[src/rtl/mem_pkg.sv]
// mem_pkg: shared definitions for the data-memory access sequencer.
//   - req_op encodings, access-size and FSM state enums
//   - wait-counter width
//   - byte-enable and store-lane replication helpers
package mem_pkg;

  localparam int CNT_W = 8;

  localparam logic [2:0] OP_WORD   = 3'd0;
  localparam logic [2:0] OP_BYTE_U = 3'd1;
  localparam logic [2:0] OP_BYTE_S = 3'd2;
  localparam logic [2:0] OP_HALF_U = 3'd3;
  localparam logic [2:0] OP_HALF_S = 3'd4;

  typedef enum logic [1:0] {
    ST_IDLE = 2'd0,
    ST_BUS  = 2'd1,
    ST_DONE = 2'd2
  } state_e;

  typedef enum logic [1:0] {
    SZ_BYTE = 2'd0,
    SZ_HALF = 2'd1,
    SZ_WORD = 2'd2
  } size_e;

  // Encodings 5-7 are not defined as narrow accesses and fall back to word.
  function automatic size_e op_size(input logic [2:0] op);
    case (op)
      OP_BYTE_U, OP_BYTE_S: op_size = SZ_BYTE;
      OP_HALF_U, OP_HALF_S: op_size = SZ_HALF;
      default:              op_size = SZ_WORD;
    endcase
  endfunction

  function automatic logic [3:0] lane_enables(input size_e sz, input logic [1:0] a);
    case (sz)
      SZ_BYTE: lane_enables = 4'b0001 << a;
      SZ_HALF: lane_enables = a[1] ? 4'b1100 : 4'b0011;
      default: lane_enables = 4'b1111;
    endcase
  endfunction

  // Store data is copied to every lane so the enabled lane always carries it.
  function automatic logic [31:0] lane_replicate(input size_e sz, input logic [31:0] d);
    case (sz)
      SZ_BYTE: lane_replicate = {4{d[7:0]}};
      SZ_HALF: lane_replicate = {2{d[15:0]}};
      default: lane_replicate = d;
    endcase
  endfunction

endpackage

[src/rtl/load_ext.sv]
// load_ext: selects the addressed byte/half lane of a read word and
// zero- or sign-extends it to 32 bits.
// Ports:
//   op      in  3   latched req_op
//   addr_lo in  2   latched byte address bits [1:0]
//   rdata   in  32  captured bus read word
//   data    out 32  extended load result
module load_ext
  import mem_pkg::*;
(
  input  logic [2:0]  op,
  input  logic [1:0]  addr_lo,
  input  logic [31:0] rdata,
  output logic [31:0] data
);

  logic [7:0]  byte_s;
  logic [15:0] half_s;

  // Lane selection from the low address bits.
  always_comb begin
    byte_s = 8'd0;
    case (addr_lo)
      2'd0:    byte_s = rdata[7:0];
      2'd1:    byte_s = rdata[15:8];
      2'd2:    byte_s = rdata[23:16];
      2'd3:    byte_s = rdata[31:24];
      default: byte_s = 8'd0;
    endcase
    if (addr_lo[1]) begin
      half_s = rdata[31:16];
    end else begin
      half_s = rdata[15:0];
    end
  end

  // Extension by operation type; unknown encodings return the full word.
  always_comb begin
    data = rdata;
    case (op)
      OP_BYTE_U: data = {24'd0, byte_s};
      OP_BYTE_S: data = {{24{byte_s[7]}}, byte_s};
      OP_HALF_U: data = {16'd0, half_s};
      OP_HALF_S: data = {{16{half_s[15]}}, half_s};
      default:   data = rdata;
    endcase
  end

endmodule

[src/rtl/mem_access_ctrl.sv]
// mem_access_ctrl: sequences one MEM-stage load/store at a time onto a
// multi-cycle data bus, stalls the pipeline until ack or timeout, and
// returns extended load data with a one-cycle rd_valid pulse.
// Optional feature macro: DM_ALIGN_CHECK_EN (misaligned word/half accesses
// complete immediately with err_align instead of going to the bus).
// Ports:
//   clk, reset                      clock, async active-high reset
//   req_valid/we/op/addr/wdata      request from the MEM stage
//   stall                           pipeline freeze
//   bus_req/we/addr/byteen/wdata    bus command, held until ack/timeout
//   bus_ack, bus_rdata              bus completion and read word
//   rd_valid, rd_data               completion pulse and load result
//   err_timeout, err_align          error pulses coincident with rd_valid
module mem_access_ctrl
  import mem_pkg::*;
#(
  parameter int BUS_TIMEOUT = 15
) (
  input  logic        clk,
  input  logic        reset,
  input  logic        req_valid,
  input  logic        req_we,
  input  logic [2:0]  req_op,
  input  logic [31:0] req_addr,
  input  logic [31:0] req_wdata,
  output logic        stall,
  output logic        bus_req,
  output logic        bus_we,
  output logic [31:0] bus_addr,
  output logic [3:0]  bus_byteen,
  output logic [31:0] bus_wdata,
  input  logic        bus_ack,
  input  logic [31:0] bus_rdata,
  output logic        rd_valid,
  output logic [31:0] rd_data,
  output logic        err_timeout,
  output logic        err_align
);

  localparam logic [CNT_W-1:0] TIMEOUT_C = CNT_W'(BUS_TIMEOUT);

  state_e            state_r, state_nxt;
  logic              we_r;
  logic [2:0]        op_r;
  logic [31:0]       addr_r;
  logic [31:0]       wdata_r;
  logic [31:0]       rdata_r;
  logic [CNT_W-1:0]  cnt_r;
  logic [CNT_W-1:0]  cnt_inc_s;
  logic              abort_r;
  logic              align_r;
  logic              misalign_s;
  logic              in_bus_s;
  logic              in_done_s;
  logic              expire_s;
  logic [31:0]       ext_s;

  assign in_bus_s  = (state_r == ST_BUS);
  assign in_done_s = (state_r == ST_DONE);
  assign cnt_inc_s = cnt_r + 8'd1;
  // Timeout fires on the cycle the count would reach the limit; ack wins.
  assign expire_s  = (cnt_inc_s == TIMEOUT_C);

`ifdef DM_ALIGN_CHECK_EN
  // Misalignment decode for the incoming request.
  always_comb begin
    misalign_s = 1'b0;
    case (op_size(req_op))
      SZ_WORD: misalign_s = (req_addr[1:0] != 2'b00);
      SZ_HALF: misalign_s = req_addr[0];
      default: misalign_s = 1'b0;
    endcase
  end
`else
  assign misalign_s = 1'b0;
`endif

  // FSM state register.
  always_ff @(posedge clk or posedge reset) begin
    if (reset) begin
      state_r <= ST_IDLE;
    end else begin
      state_r <= state_nxt;
    end
  end

  // FSM next-state logic.
  always_comb begin
    state_nxt = state_r;
    case (state_r)
      ST_IDLE: begin
        if (req_valid) begin
          state_nxt = misalign_s ? ST_DONE : ST_BUS;
        end else begin
          state_nxt = ST_IDLE;
        end
      end
      ST_BUS: begin
        if (bus_ack || expire_s) begin
          state_nxt = ST_DONE;
        end else begin
          state_nxt = ST_BUS;
        end
      end
      ST_DONE: state_nxt = ST_IDLE;
      default: state_nxt = ST_IDLE;
    endcase
  end

  // Request latch, wait counter, read capture and completion flags.
  always_ff @(posedge clk or posedge reset) begin
    if (reset) begin
      we_r    <= 1'b0;
      op_r    <= 3'd0;
      addr_r  <= 32'd0;
      wdata_r <= 32'd0;
      rdata_r <= 32'd0;
      cnt_r   <= '0;
      abort_r <= 1'b0;
      align_r <= 1'b0;
    end else begin
      case (state_r)
        ST_IDLE: begin
          cnt_r   <= '0;
          abort_r <= 1'b0;
          rdata_r <= 32'd0;
          if (req_valid) begin
            we_r    <= req_we;
            op_r    <= req_op;
            addr_r  <= req_addr;
            wdata_r <= req_wdata;
            align_r <= misalign_s;
          end else begin
            align_r <= 1'b0;
          end
        end
        ST_BUS: begin
          if (bus_ack) begin
            rdata_r <= bus_rdata;
          end else begin
            cnt_r <= cnt_inc_s;
            if (expire_s) begin
              abort_r <= 1'b1;
            end
          end
        end
        default: begin
          cnt_r <= cnt_r;
        end
      endcase
    end
  end

  load_ext u_load_ext (
    .op      (op_r),
    .addr_lo (addr_r[1:0]),
    .rdata   (rdata_r),
    .data    (ext_s)
  );

  assign stall       = ((state_r == ST_IDLE) && req_valid) || in_bus_s;
  assign bus_req     = in_bus_s;
  assign bus_we      = in_bus_s & we_r;
  assign bus_addr    = in_bus_s ? {addr_r[31:2], 2'b00} : 32'd0;
  assign bus_byteen  = in_bus_s ? lane_enables(op_size(op_r), addr_r[1:0]) : 4'b0000;
  assign bus_wdata   = (in_bus_s && we_r) ? lane_replicate(op_size(op_r), wdata_r) : 32'd0;
  assign rd_valid    = in_done_s;
  assign rd_data     = (in_done_s && !we_r && !abort_r && !align_r) ? ext_s : 32'd0;
  assign err_timeout = in_done_s & abort_r;
  assign err_align   = in_done_s & align_r;

endmodule

[config.mk]
export PLATFORM = sky130hd
export DESIGN_NAME = mem_access_ctrl
export DESIGN_NICKNAME = d
export VERILOG_FILES = /design/src/rtl/mem_pkg.sv /design/src/rtl/load_ext.sv /design/src/rtl/mem_access_ctrl.sv
export SDC_FILE = /design/constraint.sdc
export NUM_CORES = 1
export LEC_CHECK = 0
export CORE_MARGIN = 2
export CORE_UTILIZATION = 40
export DETAILED_ROUTE_END_ITERATION = 7
export PLACE_DENSITY_LB_ADDON = 0.08
export RECOVER_POWER = 100
export SLEW_MARGIN = 20
export SYNTH_ARGS = -nofsm -noshare
export SYNTH_HDL_FRONTEND = slang
export SYNTH_HIERARCHICAL = 1
export SYNTH_SLANG_ARGS = --single-unit
[constraint.sdc]
create_clock -name clk -period 3.5 [get_ports clk]
set_input_delay 0.7 -clock clk [delete_from_list [all_inputs] [get_ports clk]]
set_output_delay 0.7 -clock clk [all_outputs]
set_load 0.005 [all_outputs]
* Yosys cells after proc, flatten, opt, wreduce, memory -nomap -nowiden
Index checks and enable logic that the tools add are counted.
** Word-level totals
- Output and inout port bits :: 106
- Bits in registers :: 111
- Input bits :: 104
- Logic and storage cells :: 65
** Cells by class
- $add $sub $neg :: 1
- Eq/ne operators :: 14
- Reductions and logical operators :: 18
- Shift-type cells :: 1
- Bitwise logic cells :: 2
- Mux-type cells :: 21
** Operators by type and width (number)
- 32-bit two-way mux :: 4
- 32-bit one-hot mux with 2 select lines :: 2
- 32-bit one-hot mux with 4 select lines :: 1
- 8-bit one-hot mux with 4 select lines :: 1
- 16-bit two-way mux :: 1
- 8-bit one-hot mux with 2 select lines :: 1
- 8-bit by 1-bit adder with 8-bit output, second input constant :: 1
- 8-bit by 4-bit equality test with 1-bit output, second input constant :: 1
- 4-bit two-way mux :: 2
- 8-bit two-way mux :: 1
- 2-bit one-hot mux with 2 select lines :: 2
- 4-bit one-hot mux with 2 select lines :: 1
- 2-bit by 1-bit equality test with 1-bit output, second input constant :: 3
- 2-bit equality test, second input constant :: 3
- 3-bit by 2-bit equality test with 1-bit output, second input constant :: 2
- 2-bit logical NOT :: 3
- 2-bit AND reduction :: 3
- 1-bit logical AND :: 4
- 2-bit inequality test, second input constant :: 2
- 2-bit OR reduction :: 2
- 1-bit by 2-bit left shift with 4-bit output, first input constant :: 1
- 3-bit by 1-bit equality test with 1-bit output, second input constant :: 1
- 3-bit equality test, second input constant :: 1
- 1-bit two-way mux :: 3
- other kinds (8) :: 11

* Longest topological paths before layout
Gate-level depths: netlist of run 1.
- Depth after elaboration :: 6
- Depth in mapped cells :: 8
- Gate-level depth less buffers :: 5

* Hierarchy
The synthesis of run 1 kept the hierarchy.
** Modules (own cells, without submodules)
- mem_access_ctrl :: area each 5709.2 µm², seq. area each 2777.7 µm², cells each 502, instances 1
- load_ext :: area each 919.6 µm², seq. area each 0.0 µm², cells each 104, instances 1

* Worst setup path after synthesis of run 1
Ideal clock, no wire load.
- Path type :: reg2out
- From :: register addr_r[1]
- To :: output port rd_data[1]
- Data required time :: 2.800 ns
- Path buffers :: 2
- Stages on the path, launching flop included :: 7
- Slack :: 1.028 ns
- Arrival time :: 1.772 ns
- Path through :: dfrtp_1 > buf_6 > buf_8 > mux4_2 > and3_1 > a221o_1 > and2_1
** Between the ends
- Cells in the longest elaborated chain, start to end :: 4
- Elaborated cells on any way between the ends :: 8
- Classes of those cells :: eq/ne: 3; mux: 4; reduce/logical: 1
** Ends and longest elaborated chain
- from (decl) :: line mem_access_ctrl.sv:45 : logic [31:0] addr_r;
- from (signal assigned) :: line mem_access_ctrl.sv:130 : addr_r <= req_addr;
- 2-bit equality test, or another cell as far along :: line load_ext.sv:23 : case (addr_lo)
- 8-bit one-hot mux with 4 select lines :: line load_ext.sv:23
- 32-bit one-hot mux with 4 select lines * :: line load_ext.sv:40 : case (op)
- named net ext_s[1] :: line mem_access_ctrl.sv:56 : logic [31:0] ext_s;
- 32-bit two-way mux * :: line mem_access_ctrl.sv:168 : assign rd_data = (in_done_s && !we_r && !abort_r && !align_r) ? ext_s : 32'd0;
- to (decl) :: line mem_access_ctrl.sv:35 : output logic [31:0] rd_data,
The timed path passes the listed nets; every way through them passes the cells marked *.

* Worst setup path in the final report of run 1
- From :: register op_r[1]
- To :: output port rd_data[24]
** Between the ends
- Cells in the longest elaborated chain, start to end :: 3
- Elaborated cells on any way between the ends :: 6
- Classes of those cells :: eq/ne: 4; mux: 2
** Ends and longest elaborated chain
- from (decl) :: line mem_access_ctrl.sv:44 : logic [2:0] op_r;
- from (signal assigned) :: line mem_access_ctrl.sv:129 : op_r <= req_op;
- 3-bit equality test, or another cell as far along :: line load_ext.sv:40
- 32-bit one-hot mux with 4 select lines * :: line load_ext.sv:40
- named net ext_s[24] :: line mem_access_ctrl.sv:56
- 32-bit two-way mux * :: line mem_access_ctrl.sv:168
Marks and branches as above.

==> results of run 1 <==
## final timing paths
| path | startpoint | end | slack [ns] | cells after the start |
|---|---|---|---|---|
| worst min-delay path | addr_r[30]$_DFFE_PP0P_ | addr_r[30]$_DFFE_PP0P_ | 0.48 | 1 |
| worst max-delay path | op_r[1]$_DFFE_PP0P_ | rd_data[24] | 0.15 | 7 |
| max in group asynchronous | reset | addr_r[1]$_DFFE_PP0P_ | 0.73 | 3 |
| worst max register to register | state_r[0]$_DFF_PP0_ | wdata_r[23]$_DFFE_PP0P_ | 0.75 | 3 |
| worst min register to register | addr_r[30]$_DFFE_PP0P_ | addr_r[30]$_DFFE_PP0P_ | 0.48 | 1 |
| min in group asynchronous | reset | addr_r[15]$_DFFE_PP0P_ | 0.79 | 2 |
## through the flow
step | hold slack, ns | worst slack (ns) | util (%) | instances | area [µm²]
after floorplan | 0.449 | 1.03 | - | 608 | 6640
after CTS | 0.485 | 0.0214 | 55.4 | 1012 | 9090
after global placement | 0.459 | 0.386 | 53.4 | 996 | 8770
after detailed placement | 0.467 | 0.334 | 53.5 | 996 | 8770
final | 0.479 | 0.152 | 55.3 | 1012 | 9070
after global routing | 0.498 | 0.00293 | 55.3 | 1012 | 9070
## per-layer routing
metal / share of wire [%] / GRT usage, % / up-vias / wire length (µm)
met5: 0 / 0 / - / 0
met4: 2.3 / 6.81 / 0 / 435
met3: 8.9 / 7.59 / 27 / 1670
met2: 48 / 34.5 / 231 / 8920
met1: 41 / 26.7 / 2700 / 7670
li1: - / - / 2592 / -
## sequential cells by signal (all words and copies together), names as in the netlist
signal	flops
addr_r	32
rdata_r	32
wdata_r	32
cnt_r	8
op_r	3
state_r	2
abort_r	1
we_r	1
## kinds of logic after synthesis
group | after synthesis | synth area share, %
simple gates | 166 | 14.7
compound gates | 162 | 19.0
flops | 111 | 41.9
mux | 95 | 17.1
buf+inv | 65 | 6.00
xor+xnor | 4 | 0.925
fa+ha+maj | 2 | 0.377
other cells | 1 | 0.0566
## area by class of cell
class / count / area, µm² / area share, %
clock buffers: 9 / 225 / 2.48
clock inverters: 7 / 86.3 / 0.952
inverters: 10 / 38.8 / 0.428
multi-input cells: 432 / 3480 / 38.4
flip-flops and latches: 111 / 2780 / 30.7
well taps: 220 / 275 / 3.04
repair buffers: 223 / 2180 / 24.0
## synthesized netlist by cell type, types with 2 or more instances
master / n / share of area (%)
sky130_fd_sc_hd__buf_6: 7 / 1.2
sky130_fd_sc_hd__mux2i_1: 19 / 2.9
sky130_fd_sc_hd__nand3b_1: 2 / 0.23
sky130_fd_sc_hd__buf_1: 2 / 0.11
sky130_fd_sc_hd__and3_1: 19 / 1.8
sky130_fd_sc_hd__mux2_1: 61 / 10
sky130_fd_sc_hd__nor2_1: 15 / 0.85
sky130_fd_sc_hd__a211oi_1: 8 / 0.91
sky130_fd_sc_hd__or3_1: 9 / 0.85
sky130_fd_sc_hd__a221o_1: 16 / 2.4
sky130_fd_sc_hd__clkbuf_1: 16 / 0.91
sky130_fd_sc_hd__a21oi_1: 26 / 2.0
sky130_fd_sc_hd__a21o_1: 20 / 2.3
sky130_fd_sc_hd__a311oi_1: 2 / 0.26
sky130_fd_sc_hd__a2111oi_0: 2 / 0.26
sky130_fd_sc_hd__o21a_1: 2 / 0.23
sky130_fd_sc_hd__ha_1: 2 / 0.38
sky130_fd_sc_hd__mux2_2: 7 / 1.2
sky130_fd_sc_hd__o31ai_1: 2 / 0.23
sky130_fd_sc_hd__mux4_2: 6 / 2.0
sky130_fd_sc_hd__nand2_1: 25 / 1.4
sky130_fd_sc_hd__inv_1: 7 / 0.40
sky130_fd_sc_hd__a2111oi_1: 2 / 0.30
sky130_fd_sc_hd__nor2b_1: 11 / 1.0
sky130_fd_sc_hd__a32oi_1: 7 / 0.92
sky130_fd_sc_hd__and2_1: 64 / 6.0
sky130_fd_sc_hd__o211ai_1: 9 / 1.0
sky130_fd_sc_hd__a211o_1: 8 / 1.1
sky130_fd_sc_hd__buf_4: 12 / 1.4
sky130_fd_sc_hd__a22o_1: 33 / 4.4
sky130_fd_sc_hd__dfrtp_1: 111 / 42
sky130_fd_sc_hd__nand2b_1: 3 / 0.28
sky130_fd_sc_hd__o21ai_0: 17 / 1.3
sky130_fd_sc_hd__nand3_1: 4 / 0.30
sky130_fd_sc_hd__inv_2: 3 / 0.17
sky130_fd_sc_hd__nor3b_2: 2 / 0.38
sky130_fd_sc_hd__buf_2: 15 / 1.1
## worst max-delay path, cell delays in order, from the launching register on
cell and delay [ns]:
sky130_fd_sc_hd__dfrtp_2 0.49, sky130_fd_sc_hd__nor2_1 0.23, sky130_fd_sc_hd__buf_4 0.22, sky130_fd_sc_hd__nand2_1 0.16
sky130_fd_sc_hd__o22ai_4 0.43, sky130_fd_sc_hd__a21o_1 0.13, sky130_fd_sc_hd__and2_0 0.13, sky130_fd_sc_hd__clkdlybuf4s50_1 0.50
## repair_timing
action,4_1_cts,5_1_grt
setup endpoints to repair,29,42
gates resized for setup,2,5
cloned,0,0
pin swaps,0,1
## power breakdown
part	internal (µW)	switching [µW]	leakage, µW
Combinational	1430	1340	0.00246
Sequential	1700	465	0.00137
Clock	570	504	0.000154
==> implementation parameters, run 1 <==
Parameter                              Value

Clock network
  CTS max path bufs ... 2
  CTS H-tree lvls ... 3
  Total number of clock tree sinks ... between 100 and 150
  TritonCTS clock tree ... yes
  Clock insertion delay at the later pin of the skew report ... between 0.3 and 0.4 ns
  Setup Fix Bufs, Post-CTS ... 0
  Clock input transition at the sequential cells of the worst setup and hold paths ... about 0.070 ns
  Cell at the root of the clock tree ... sky130_fd_sc_hd__clkbuf_16
  Cts bufs inserted ... 9
  Post-CTS Hold Fix Bufs ... 0

Route
  Per-cell routed wire length ... between 15 and 20 µm
  DRC violation count after routing ... 0
  Wire length reported by the detailed router ... approximately 19000 µm
  Number of antenna-violating nets in the routed design ... 0
  Routed vias ... 5550
  DR vias/cell ... between 5 and 6
  Initial DRC count ... 396
  Count of TritonRoute iterations in the first routing pass ... 5

Critical path
  Critical path fanouts, max ... 16
  Nature of the critical path startpoint ... register
  Required time of the critical path ... about 2.8 ns
  Nature of the critical path endpoint ... output port
  Crit Path Class ... reg -> out
  Worst path arrival time ... between 2 and 3 ns

Synthesis
  Yosys cell types ... 67
  Async S/R FF share, synth ... 100%
  Number of synthesized flops with an enable pin ... 0
  Main synth FF type ... sky130_fd_sc_hd__dfrtp_1
  Area of the mapped netlist ... about 6600 µm²
  Post-synthesis sequential element count ... between 100 and 150
  Sequential-to-total area share from yosys stat ... a little over two fifths
  Number of synthesis warnings ... 6
  Syn_area_per_cell ... 10.9 µm²
  Synthesized netlist cell count ... just over 600

Die
  Starting Density ... between 40% and 50%
  Overall die area ... 17600 µm²
  Area of the core ... between 15000 and 20000 µm²
  Die Y-Extent ... about 130 µm
  Placement row count ... 47
  Io pins ... 210
  Horizontal extent of the die ... ~130 µm

Flow run
  Maxcap violations ... 2

Cells and area
  Synthesis-to-finish area growth ... 36.8%
  Fill cell total of the finished layout ... between 1000 and 1500
  Commonest non-fill, non-tap cell in the layout ... sky130_fd_sc_hd__clkdlybuf4s50_1
  Commonest cells after routing, fill and taps aside ... sky130_fd_sc_hd__clkdlybuf4s50_1, sky130_fd_sc_hd__dfrtp_1, sky130_fd_sc_hd__mux2_1
  Fraction of layout instances using a drive strength above 1 ... under 10%
  # nets final ... 893
  Diode insertion count for antenna repair ... 0

Run status
  Violated checks ... max-capacitance violations, max-slew violations
  Outcome ... finished, violations left

GRT
  Initial antenna violation count ... 0
  Via count of the first global-routing pass ... between 5000 and 6000
  First-pass GRT wire length ... ~30000 µm
  Total global routing track utilization ... roughly a fifth
  Congestion Overflow GR ... 0
  Largest net degree at the start of global routing ... ~70

STA
  Final Critical Period ... about 3.3 ns
  Number of pins exceeding their max-slew limit in the final report ... 134
  Worst Tran Pin Value ... 1.84 ns
  Highest achievable clock rate ... about 300 MHz
  Final hold violation count ... 0
  Worst clock skew on the final layout ... around 0.0061 ns
  RSZ-0062 raised after global routing ... no
  TNS Setup ... 0 ns
  Final cycle utilization of the critical path ... a little over nine tenths
  Max-slew headroom ... -22.8%
  Final setup violation count ... 0

Pwr
  Final total power ... around 6000 µW
  Cell Pwr Density ... roughly 660 nW/µm²
  Worst VDD drop ... roughly 0.37 mV
  Leak ... about 0.0040 µW

Place
  Post-detailed-placement half-perimeter wirelength ... 13400 µm
  Gpl congestion ... between 0.8 and 0.9
  IO Port Bufs ... 206

Hold path
  Worst min-delay path class ... reg -> reg
Power figures use the tool's default switching activity.
==> run 2: changes to the inputs <==
Settings changed: RECOVER_POWER 100 to default.
==> run 2 against run 1 <==
The flow now finishes without violations. Cell area rose by 0.44%. Routed wire length fell by 0.36%. Register-to-register slack improved by 0.67 ns. Maximum frequency rose by 0.21%. Flip-flop and latch count did not move. Count of clock-buffer cells in the layout did not move. Final cell count did not move. Setup slack improved by 0.0069 ns. Combinational power rose by 3%. Critical path depth did not move. Core utilization rose by 0.24 points. Critical path type unchanged. Largest cell class unchanged. Largest power group unchanged.
==> implementation parameters, run 2 (same netlist as run 1, synthesis figures left out) <==
Parameter                              Value

Run status
  Outcome ... completed

Route
  DR vias/cell ... around 5.5
  Routed vias ... around 5500
  Wire length reported by the detailed router ... ~19000 µm
  Count of TritonRoute iterations in the first routing pass ... 8
  DRC violation count after routing ... 0
  Number of antenna-violating nets in the routed design ... 0
  Per-cell routed wire length ... around 18 µm
  Initial DRC count ... between 400 and 500

Hold path
  Worst min-delay path class ... reg -> reg

Cells and area
  Commonest cells after routing, fill and taps aside ... sky130_fd_sc_hd__clkdlybuf4s50_1, sky130_fd_sc_hd__dfrtp_1, sky130_fd_sc_hd__and2_1
  Area taken by flip-flops and latches ... between 2000 and 3000 µm²
  Fraction of layout instances using a drive strength above 1 ... 9.09%
  Commonest non-fill, non-tap cell in the layout ... sky130_fd_sc_hd__clkdlybuf4s50_1
  Multi-input gate area in the final layout ... about 3500 µm²
  Diode insertion count for antenna repair ... 0
  Fill cell total of the finished layout ... ~1400
  Layout Cells excl Fill ... just over 1000
  # nets final ... roughly 900
  Synthesis-to-finish area growth ... 37.4%
  Biggest registers after layout ... addr_r: 32 flops, rdata_r: 32 flops, wdata_r: 32 flops

Critical path
  Crit Path Class ... reg -> out
  Critical path fanouts, max ... 16
  Worst path arrival time ... 2.64 ns
  Number of cells on the worst reg-to-reg path ... 3
  Crit path launch ... op_r[1]$_DFFE_PP0P_
  Nature of the critical path startpoint ... register
  Worst setup slack for register-to-register paths ... approximately 1.4 ns
  Worst setup path endpoint ... rd_data[24]
  Required time of the critical path ... between 2 and 3 ns
  Nature of the critical path endpoint ... output port
  FF-to-FF End ... wdata_r[23]$_DFFE_PP0P_
  Crit Reg-Reg Startpoint ... state_r[0]$_DFF_PP0_

Die
  Die Y-Extent ... between 100 and 150 µm
  Area of the core ... 16400 µm²
  Placement row count ... 47
  Starting Density ... approximately two fifths
  Io pins ... 210
  Overall die area ... approximately 18000 µm²
  Horizontal extent of the die ... about 130 µm

Pwr
  Final total power ... ~6100 µW
  Power share of the sequential group ... 35.6%
  Cell Pwr Density ... around 670 nW/µm²
  Switching fraction of total power ... about two fifths
  Gate power share ... 46.7%
  Reported net switching power ... 2310 µW
  Worst VDD drop ... ~0.38 mV
  Clock power frac ... 17.7%
  Internal power component ... roughly 3800 µW
  Leak ... about 0.0039 µW

Place
  Post-detailed-placement half-perimeter wirelength ... between 10000 and 15000 µm
  Placed instance count ... roughly 1000
  Gpl congestion ... 0.872
  IO Port Bufs ... a little over 200
  Setup Slack @ Placement ... approximately 0.33 ns

Clock network
  Post-CTS Hold Fix Bufs ... 0
  Cell at the root of the clock tree ... sky130_fd_sc_hd__clkbuf_16
  CTS H-tree lvls ... 3
  Clock insertion delay at the later pin of the skew report ... approximately 0.36 ns
  Setup Fix Bufs, Post-CTS ... 0
  Total number of clock tree sinks ... about 110
  TritonCTS clock tree ... yes
  CTS max path bufs ... 2
  Cts bufs inserted ... 9
  Clock input transition at the sequential cells of the worst setup and hold paths ... 0.07 ns

GRT
  Largest net degree at the start of global routing ... 72
  Congestion Overflow GR ... 0
  First-pass GRT wire length ... 29800 µm
  Total global routing track utilization ... a little over a fifth
  Initial antenna violation count ... 0
  Via count of the first global-routing pass ... about 5500

STA
  Highest achievable clock rate ... 299 MHz
  Final cycle utilization of the critical path ... a little over nine tenths
  Final setup violation count ... 0
  Final hold violation count ... 0
  Worst clock skew on the final layout ... approximately 0.0064 ns
  Worst Tran Pin Value ... 0.940 ns
  TNS Setup ... 0 ns
  RSZ-0062 raised after global routing ... no
  Number of pins exceeding their max-slew limit in the final report ... 0
  Max-slew headroom ... 37.4%
  Final-layout worst hold slack ... about 0.48 ns
  Final Critical Period ... around 3.3 ns
  Final WS setup ... about 0.16 ns

Flow run
  Maxcap violations ... 0
==> run 2: stage by stage <==
stage	instance area, µm²	util, %
6_report	9110	55.5
5_1_grt	9110	55.5
4_1_cts	9090	55.4
3_5_place_dp	8770	53.5
3_3_place_gp	8770	53.4
2_1_floorplan	6640	-
==> run 2: cell type report <==
| cell class | instances | area share (%) |
|---|---|---|
| flip-flops and latches | 111 | 30.6 |
| inverters | 10 | 0.453 |
| clock buffers | 9 | 2.47 |
| well taps | 220 | 3.02 |
| repair buffers | 223 | 24.2 |
| multi-input cells | 432 | 38.3 |
| clock inverters | 7 | 0.948 |
==> run 2: critical path, cell delays in order, from the launching register on <==
cell and delay (ns):
sky130_fd_sc_hd__dfrtp_2 0.49, sky130_fd_sc_hd__nor2_1 0.23, sky130_fd_sc_hd__buf_4 0.22, sky130_fd_sc_hd__nand2_1 0.16, sky130_fd_sc_hd__o22ai_4 0.43, sky130_fd_sc_hd__a21o_1 0.13, sky130_fd_sc_hd__and2_1 0.12, sky130_fd_sc_hd__clkdlybuf4s50_1 0.49
==> run 2: per-layer routing <==
layer | wire length, µm | track usage, %
met1 | 7700 | 26.7
met2 | 8940 | 34.5
met3 | 1550 | 7.59
met4 | 434 | 6.81
met5 | 0 | 0
==> run 2: what timing repair did <==
action / in CTS / in global routing
endpoints found under the setup margin: 29 / 42
gates resized for setup: 2 / 5
hold endpoints to repair: 0 / 0
pin swaps: 0 / 1
==> run 2: power by group through the flow <==
stage                     clock, µW  combinational (µW)  sequential, µW
after detailed placement          0                2820            2180
after CTS                      1110                2840            2150
after floorplan                   0                2010            1940
final                          1070                2840            2170
after global placement            0                2750            2150
after global routing           1150                3100            2230
==> run 2: how the worst min path moves through the flow <==
stage / from / to / cells past startpoint
3_5_place_dp: addr_r[14]$_DFFE_PP0P_ / addr_r[14]$_DFFE_PP0P_ / 1
5_1_grt: addr_r[28]$_DFFE_PP0P_ / addr_r[28]$_DFFE_PP0P_ / 1
6_report: addr_r[30]$_DFFE_PP0P_ / addr_r[30]$_DFFE_PP0P_ / 1
2_1_floorplan: addr_r[10]$_DFFE_PP0P_ / addr_r[10]$_DFFE_PP0P_ / 1
3_3_place_gp: addr_r[6]$_DFFE_PP0P_ / addr_r[6]$_DFFE_PP0P_ / 1
4_1_cts: addr_r[14]$_DFFE_PP0P_ / addr_r[14]$_DFFE_PP0P_ / 1
==> RTL edit, RTL diff (settings of run 2) <==
Make the reset (`reset`) synchronous in 2 clocked blocks. Comments in the files are not updated.
--- a/src/rtl/mem_access_ctrl.sv
+++ b/src/rtl/mem_access_ctrl.sv
@@ -78,3 +78,3 @@
   // FSM state register.
-  always_ff @(posedge clk or posedge reset) begin
+  always_ff @(posedge clk) begin
     if (reset) begin
@@ -110,3 +110,3 @@
   // Request latch, wait counter, read capture and completion flags.
-  always_ff @(posedge clk or posedge reset) begin
+  always_ff @(posedge clk) begin
     if (reset) begin
Function: differs if reset is asserted again (counterexample within 4 cycles, from zero or initial values and one cycle with reset high); with reset held inactive, the same outputs for 10 cycles.
==> RTL edit against run 2 <==
  * Wire length increased by 0.77%
  * Worst setup slack better by 0.044 ns
  * Synthesized area is 11% lower
  * Design area is 8.4% lower
  * Critical path depth down 1
  * Register-to-register slack improved by 0.13 ns
  * Sequential cell count unchanged
  * Critical path type unchanged
Power is not compared: it rests on default switching activity, and its combinational part moved more than twofold at a synthesized area within 25%.
==> RTL edit: results (changes against run 2) <==
Clock network
  • Longest Clk Path Bufs: 2 (unchanged)
  • Max H-tree Level: 3 (unchanged)

Final layout
  • # nets final: 1033 (+16%)
  • Fillers: 1344 (-4.9%)
  • Share of cells above drive strength 1: 6.12% (-3.0 points)
  • Non-Filler Instances: 1116 (+10%)

Yosys
  • Sequential area share after synthesis: 37.7% (-4.2 points)
  • Synth Area in XOR/XNOR: 0.892% (-0.033 points)
  • Post-synthesis instance total: 760 (+25%)
  • Top cells by area, synth: dfxtp_1, nand2_1, a21oi_1, and2_1, a22oi_1
  • Multiplexer share of the synthesized area: 5.06% (-12 points)
  • Synth Area in Compound Gates: 23.1% (+4.2 points)
  • Adder-Cell Fraction of Synth Area: 0.425% (+0.047 points)
  • Synth async-reset ratio: 0% (-100 points)
  • Yosys cell types: 52 (-22%)
  • Post-synth top cells: nand2_1, dfxtp_1, a21oi_1
  • Main synth FF type: dfxtp_1

Detailed routing
  • Via count: 5996 (+8.3%)
  • DRT Pass-1 Iters: 5 (-3)
  • Routed wire length: 18800 µm (+0.77%)
  • Initial DRC Count: 471 (+14%)

Run status
  • Outcome: finished, final reports clean

Global route
  • First-pass GRT wire length: 29600 µm (-0.92%)
  • M2 GR Usage: 38.4% (+3.9 points)
  • GR Util met3: 7.53% (-0.055 points)
  • Grt met1 use: 29.0% (+2.3 points)
  • Largest net degree at the start of global routing: 70 (-2.8%)
  • GRT Resource Usage Total: 23.3% (+1.9 points)
  • Number of global-route vias before repair: 5503 (-0.15%)

Timing
  • Clock skew: 0.00866 ns (+0.00230 ns)
  • Slew margin rel.: 43.3% (+5.9 points)

Setup path
  • WP data required: 2.80 ns (about the same)
  • CP max FO: 9 (-7)
  • Crit path max-delay family: compound AO/OA/AOI/OAI gates
  • Slowest-stage cell, CP: dfxtp_1

Placed design
  • Gpl congestion: 0.856 (-1.9%)
  • Pre-CTS setup slack: 0.415 ns (+0.0804 ns)
RTL edit: changes by cell type in the layout (fill, tap and decap cells not counted), moves of 9 or more:
cell | before | now
mux2_1 | 61 | 0
o21ai_0 | 17 | 6
a22oi_1 | 0 | 41
dfxtp_1 | 0 | 110
a21oi_1 | 25 | 101
nor2_1 | 14 | 54
nor2b_1 | 11 | 2
a22o_1 | 33 | 1
dfrtp_1 | 108 | 0
nand2_1 | 25 | 171
RTL edit: cell type report:
type                            instances  area (µm²)  area share [%]
Timing Repair Buffer                  223        2200            26.4
Multi-Input combinational cell        575        3350            40.1
Clock inverter                          7        91.3            1.09
Sequential cell                       111        2220            26.6
Tap cell                              184         230            2.76
Clock buffer                            9         225            2.70
Inverter                                7        26.3           0.315
RTL edit: what timing repair did:
action	in CTS	in global routing
setup endpoints to repair	0	30
setup buffers	0	0
gates resized for setup	0	4
RTL edit: layer usage:
metal	share of wire, %	up-vias	routed length, µm
met4	1.8	0	340
met3	8.6	22	1620
li1	-	2943	-
met5	0	-	0
met2	47	240	8870
met1	42	2791	7930
RTL edit: worst paths after layout:
path              startpoint           to  slack [ns]  depth (start not counted)
hold / removal    addr_r[31]   addr_r[31]        0.45                          2
hold reg to reg   addr_r[31]   addr_r[31]        0.45                          2
setup / recovery   addr_r[0]  rd_data[15]        0.20                          6
setup reg to reg  state_r[0]      op_r[2]        1.55                          5
RTL edit: stage by stage:
step / util (%) / hold slack, ns / area, µm² / power (W)
6_report: 57.6 / 0.453 / 8340 / 0.00301
5_1_grt: 57.6 / 0.476 / 8340 / 0.00314
4_1_cts: 57.5 / 0.455 / 8320 / 0.00303
3_5_place_dp: 55.3 / 0.443 / 8010 / 0.00195
3_3_place_gp: 55.3 / 0.437 / 8010 / 0.00194
2_1_floorplan: - / 0.432 / 5900 / 0.00170
